$ cat config.mk
export PLATFORM = sky130hd
export DESIGN_NAME = mem_arbiter
export DESIGN_NICKNAME = d
export VERILOG_FILES = /design/src/rtl/mem_arbiter.sv
export SDC_FILE = /design/constraint.sdc
export NUM_CORES = 1
export LEC_CHECK = 0
export ABC_AREA = 0
export CAP_MARGIN = 20
export CORE_AREA = 10 10 632 634
export CTS_CLUSTER_SIZE = 12
export DETAILED_ROUTE_END_ITERATION = 7
export DIE_AREA = 0 0 642 644
export SKIP_LAST_GASP = 1
export SLEW_MARGIN = 20
export SYNTH_ARGS = -nofsm -noshare
export SYNTH_HDL_FRONTEND = slang
export SYNTH_SLANG_ARGS = --single-unit
$ cat constraint.sdc
create_clock -name clk_i -period 2.8 [get_ports clk_i]
set_input_delay 0.42 -clock clk_i [delete_from_list [all_inputs] [get_ports clk_i]]
set_output_delay 0.42 -clock clk_i [all_outputs]
set_load 0.01 [all_outputs]
$ cat src/rtl/mem_arbiter.sv
// rtl/mem_arbiter.sv - round-robin two-port arbiter for the 256-bit memory port (optional watchdog: MEM_ARB_TIMEOUT_EN)
module mem_arbiter #(
  parameter int ADDR_W         = 32,
  parameter int DATA_W         = 256,
  parameter int TIMEOUT_CYCLES = 64
) (
  input  logic              clk_i,
  input  logic              rst_i,
  input  logic              p0_enable_i,
  input  logic              p0_write_i,
  input  logic [ADDR_W-1:0] p0_addr_i,
  input  logic [DATA_W-1:0] p0_data_i,
  output logic [DATA_W-1:0] p0_data_o,
  output logic              p0_ack_o,
  input  logic              p1_enable_i,
  input  logic              p1_write_i,
  input  logic [ADDR_W-1:0] p1_addr_i,
  input  logic [DATA_W-1:0] p1_data_i,
  output logic [DATA_W-1:0] p1_data_o,
  output logic              p1_ack_o,
  input  logic [DATA_W-1:0] mem_data_i,
  input  logic              mem_ack_i,
  output logic [DATA_W-1:0] mem_data_o,
  output logic [ADDR_W-1:0] mem_addr_o,
  output logic              mem_enable_o,
  output logic              mem_write_o,
  output logic [1:0]        grant_o,
  output logic              err_o
);

  typedef enum logic [1:0] {IDLE, BUSY0, BUSY1} state_t;

  state_t state;
  // 0 = port 0 served last, 1 = port 1 served last; a tie goes to the other one
  logic   last_served;

`ifdef MEM_ARB_TIMEOUT_EN
  localparam int CNT_W = $clog2(TIMEOUT_CYCLES + 1);
  logic [CNT_W-1:0] busy_cnt;
  logic             err_q;
  assign err_o = err_q;
`else
  // No watchdog: the flag is constant, the parameter stays referenced so both builds share one interface
  assign err_o = 1'b0 && (TIMEOUT_CYCLES != 0);
`endif

  // Acks and read data are combinational so the owner sees completion in the memory ack cycle
  assign p0_ack_o  = (state == BUSY0) && mem_ack_i;
  assign p1_ack_o  = (state == BUSY1) && mem_ack_i;
  assign p0_data_o = mem_data_i;
  assign p1_data_o = mem_data_i;

  // Arbitration FSM; memory-side outputs are registers loaded only on the grant edge
  always_ff @(posedge clk_i or negedge rst_i) begin
    if (!rst_i) begin
      state        <= IDLE;
      last_served  <= 1'b1;
      grant_o      <= 2'b00;
      mem_enable_o <= 1'b0;
      mem_write_o  <= 1'b0;
      mem_addr_o   <= '0;
      mem_data_o   <= '0;
`ifdef MEM_ARB_TIMEOUT_EN
      busy_cnt     <= '0;
      err_q        <= 1'b0;
`endif
    end else begin
      case (state)
        IDLE: begin
          if (p0_enable_i && (!p1_enable_i || last_served)) begin
            state        <= BUSY0;
            grant_o      <= 2'b01;
            mem_enable_o <= 1'b1;
            mem_write_o  <= p0_write_i;
            mem_addr_o   <= p0_addr_i;
            mem_data_o   <= p0_data_i;
          end else if (p1_enable_i) begin
            state        <= BUSY1;
            grant_o      <= 2'b10;
            mem_enable_o <= 1'b1;
            mem_write_o  <= p1_write_i;
            mem_addr_o   <= p1_addr_i;
            mem_data_o   <= p1_data_i;
          end
`ifdef MEM_ARB_TIMEOUT_EN
          busy_cnt <= '0;
`endif
        end
        BUSY0, BUSY1: begin
          if (mem_ack_i) begin
            state        <= IDLE;
            grant_o      <= 2'b00;
            mem_enable_o <= 1'b0;
            mem_write_o  <= 1'b0;
            last_served  <= (state == BUSY1);
`ifdef MEM_ARB_TIMEOUT_EN
          end else if (busy_cnt == CNT_W'(TIMEOUT_CYCLES - 1)) begin
            // Abandon the transaction without an ack; the owner stays stalled
            state        <= IDLE;
            grant_o      <= 2'b00;
            mem_enable_o <= 1'b0;
            mem_write_o  <= 1'b0;
            err_q        <= 1'b1;
          end else begin
            busy_cnt <= busy_cnt + 1'b1;
`endif
          end
        end
        default: begin
          state        <= IDLE;
          grant_o      <= 2'b00;
          mem_enable_o <= 1'b0;
          mem_write_o  <= 1'b0;
        end
      endcase
    end
  end

endmodule

; ---- Word-level counts from Yosys, hierarchy flattened
; Index checks and enable logic that the tools add are counted.
[op_classes]
n_eq_ne = 4
reduce_logical = 11
muxes = 15
[ops]
columns = cell, n
row1 = $mux W256, 2
row2 = $mux W32, 2
row3 = $mux W2, 3
row4 = $reduce_and A2 Y1, 3
row5 = $mux W1, 5
row6 = $pmux W1 S2, 2
row7 = $pmux W2 S2, 1
row8 = $logic_and A1 B1 Y1, 3
row9 = $ne A3 B3 Y1 const B, 1
row10 = $eq A2 B1 Y1 const B, 1
row11 = $eq A2 B2 Y1 const B, 1
row12 = $logic_not A2 Y1, 1
row13 = $ne A2 B2 Y1 const B, 1
row14 = $reduce_bool A2 Y1, 1
row15 = $reduce_or A2 Y1, 1
row16 = $logic_not A1 Y1, 1
row17 = $logic_or A1 B1 Y1, 1
[word_totals]
elab_cells = 36
out_inout_bits = 807
register_bits = 293

; ---- Logic depth before layout (Yosys ltp)
[depth]
depth_word = 5
depth_mapped = 8
mapped_depth_nobuf = 6

; ---- Worst setup path before layout
; No wires, ideal clock.
[synth_timing]
path_kind = register to register
from = reg state[0]
to = reg mem_data_o[100]
path_slack_ps = 1121
setup_time_ps = 77
arrival_ps = 1602
required_time_ps = 2723
path_stages_with_launch = 9
n_path_buf = 3
path_cell_list = dfrtp_1 -> inv_1 -> ha_1 -> o21ai_4 -> buf_4 -> buf_4 -> clkbuf_1 -> nand2_1 -> o21ai_1
[synth_via]
elab_chain_cells = 2
[synth_lines]
columns = element, line_no
row1 = from (decl), 33  ; state_t state;
row2 = from (signal assigned), 56  ; state <= IDLE;
row3 = from (signal assigned), 71  ; state <= BUSY0;
row4 = from (signal assigned), 78  ; state <= BUSY1;
row5 = $logic_not A2 Y1, 68  ; case (state)
row6 = $reduce_and A2 Y1 (no line), n/a
row7 = to (signal assigned), 76  ; mem_data_o <= p0_data_i;
row8 = to (signal assigned), 83  ; mem_data_o <= p1_data_i;
row9 = to (decl), 23  ; output logic [DATA_W-1:0] mem_data_o,
; No other way between the ends.
; A chain may end at the register's enable or synchronous reset.

; ---- Worst setup path in the final report
[layout_timing]
from = reg state[1]
to = out p0_ack_o
[layout_via]
elab_chain_cells = 2
[layout_lines]
columns = element, line_no
row1 = $eq A2 B1 Y1, 48  ; assign p0_ack_o = (state == BUSY0) && mem_ack_i;
row2 = $logic_and A1 B1 Y1, 48
row3 = to (decl), 14  ; output logic p0_ack_o,
; No other way between the ends.

==> flow_summary.ini <==
[sta]
fin_crit_ns = 2.61
max_slew_margin = 0.545
hold_violations = 0
final_max_slew_viol_count = 0
worst_pin_slew_ns = 0.680
finalSetupTns_ns = 0
setup_viol = 0
final.period_utilization = 0.934
clock_skew_ns = 0.0316
fmax_ghz = 0.382
rsz0062_at_grt = no

[logic_synthesis]
synth_top_area_share = 0.417
synth.avg_cell_area_um2 = 9.79
netlist_area_um2 = 17500
synth_compound_area_frac = 0.0867
synth-simple-area-share = 0.0636
synth_top_family_by_area = buffers and inverters
yosysTopAreaCell = dfrtp_1
ys_ff_latch = 293
synthMuxAreaShare = 0.166
yosysSeqAreaShare = 0.418
yosysWarnings = 0
syn_inst = 1792
ys_top_cells_by_area = dfrtp_1 (42%), buf_4 (22%), mux2i_1 (16%), o21ai_1 (8.2%), nand2_1 (6.2%)
ys_types = 26
synth_xor_area_frac = 0
synth_adder_area_share = 0.00214
syn_nets = 2634

[finish]
multi_input_area_um2 = 5580
drive_gt1_frac = 0.0845
fill_cells = 45100
final-seq-area_um2 = 7330
syn2layout_area_growth_pct = 74.3
nets = 3007
final_util = 0.0790

[clock_tree]
cts_buffer_depth = 3
htree_num_levels = 2
tritoncts = built
cts_buffers = 48
cts_resized = 0
cts-root-buf = clkbuf_16
cts.sinks = 293
clock_latency_ns = 0.70
clkTransAtPathRegs_ns = 0.06

[floorplanning]
ios = 1646
core_um2 = 387000
die-width_um = 642
dieHeight_um = 644
dieArea_um2 = 413000
num_rows = 229
start_util = 0.0453

[status]
outcome = complete, no violations

[worst_setup_path]
rr_startpoint = state[0]$_DFFE_PN0P_
r2r_cells = 8
reg2reg_to = mem_data_o[188]$_DFFE_PN0P_
r2r_slack_ns = 0.75
critPathTopFamily = buffers and inverters
crit_required_ns = 2.38
slowest_delay_ns = 0.66
crit_fanout = 3
path_buf_inv = 2
cp-start-kind = register
path_cells = inv_1 > ha_1 > and2_1 > clkdlybuf4s50_1
worstPathArrival_ns = 2.19
crit_type = register to output port
cpMaxStageDelayCell = clkdlybuf4s50_1
crit_path_end_kind = output port

[hold_path]
min_path_type = input pin to asynchronous set/reset pin

[flow_run]
cap_viol_max_count = 0

[detailed_routing]
drt_iter0_markers = 977
drt_wl_total_mm = 298
wl_per_cell_um = 39.9
vias = 15800
ant_nets = 0
viasPerCell = 2.12
drc = 0
firstDrtPassIters = 4

[grt]
grt_use_total = 0.138
overflow = 0
antenna_found_initial = 257
grt_pass1_wl_mm = 336
grt_pass1_vias = 15100
grt_max_degree = 107

[power_and_ir_drop]
irDropWorstVdd_mv = 0.474
power.density_nw_per_um2 = 909
p_leak_nw = 11.4

[placement]
detailed_place_hpwl_mm = 281
gp_congestion = 0.843
port_buffers = 876
-- flip-flops by register name (all words and copies together) (netlist names) --
signal and count:
mem_enable_o 1, mem_write_o 1, mem_addr_o 32, mem_data_o 256, last_served 1, state 2
-- cell type report --
class,count,share of cell area
antenna,64,0.00524
tap,5197,0.213
inverter,5,0.000614
clock inverter,26,0.00872
clock buffer,60,0.0427
timing repair buffer,931,0.308
sequential,293,0.240
multi-input combinational,886,0.183
-- kinds of logic after synthesis --
| group | Yosys count |
|---|---|
| buf+inv | 613 |
| fa+ha+maj | 3 |
| mux | 290 |
| compound gates | 297 |
| other cells | 1 |
| flops | 293 |
| simple gates | 295 |
-- metal layers --
| metal | GRT usage | routed length (µm) |
|---|---|---|
| met3 | 0.171 | 79000 |
| met2 | 0.228 | 138000 |
| met4 | 0.0337 | 8810 |
| met1 | 0.0961 | 70100 |
| met5 | 0.0133 | 1920 |
-- power by group --
group	switching, mW	total, mW	leakage (nW)	internal (mW)
registers	1.28	7.62	3.58	6.35
clock network	2.68	6.27	0.763	3.59
logic	8.02	13.9	7.10	5.87
-- layout by cell type (no fill, tap or decap), drive strengths merged, types with 3 or more instances in the layout --
cell type,synthesis,layout
inv,5,11
buf,551,100
o21ai,291,291
clkinv,0,12
diode,0,64
dfrtp,292,292
bufinv,0,3
clkdlybuf4s50,0,830
nand2,290,290
ha,3,3
clkinvlp,0,5
clkbuf,57,60
mux2i,289,289
-- stage by stage --
stage	power (mW)	cells	area, µm²	hold slack [ns]	setup WS, ns
2_1_floorplan	13.0	1792	17500	0.124	1.12
3_3_place_gp	22.2	7311	28800	0.384	0.260
3_5_place_dp	22.3	7311	28800	0.385	0.214
4_1_cts	29.0	7398	30400	0.144	0.0219
5_1_grt	29.6	7420	30500	0.205	0.0634
6_report	27.8	7462	30600	0.247	0.185
-- cells in the mapped netlist, drive strengths merged --
cell type and count:
o21a 1, o22ai 2, and2 2, inv 5, and2b 1, clkbuf 57
nor2 2, dfrtp 292, o21ai 291, a21oi 2, ha 3, nand2 290
mux2i 289, a22o 1, mux2 1, buf 551, dfstp 1, conb 1
-- worst max path at each step --
stage	startpoint	end	cells after the start	slack, ns
6_report	state[1]$_DFFE_PN0P_	p0_ack_o	4	0.19
5_1_grt	state[1]$_DFFE_PN0P_	p0_ack_o	4	0.06
4_1_cts	state[1]$_DFFE_PN0P_	p0_ack_o	4	0.02
3_5_place_dp	p1_enable_i	mem_data_o[73]$_DFFE_PN0P_	8	0.21
3_3_place_gp	p1_enable_i	mem_data_o[74]$_DFFE_PN0P_	8	0.26
2_1_floorplan	state[0]$_DFFE_PN0P_	mem_data_o[100]$_DFFE_PN0P_	8	1.12
-- what timing repair did --
item	in CTS	in global routing
endpoints found under the hold margin	44	0
hold buffers	1	0
setup buffers	0	0
setup endpoints to repair	0	0
Power figures use the tool's default switching activity.
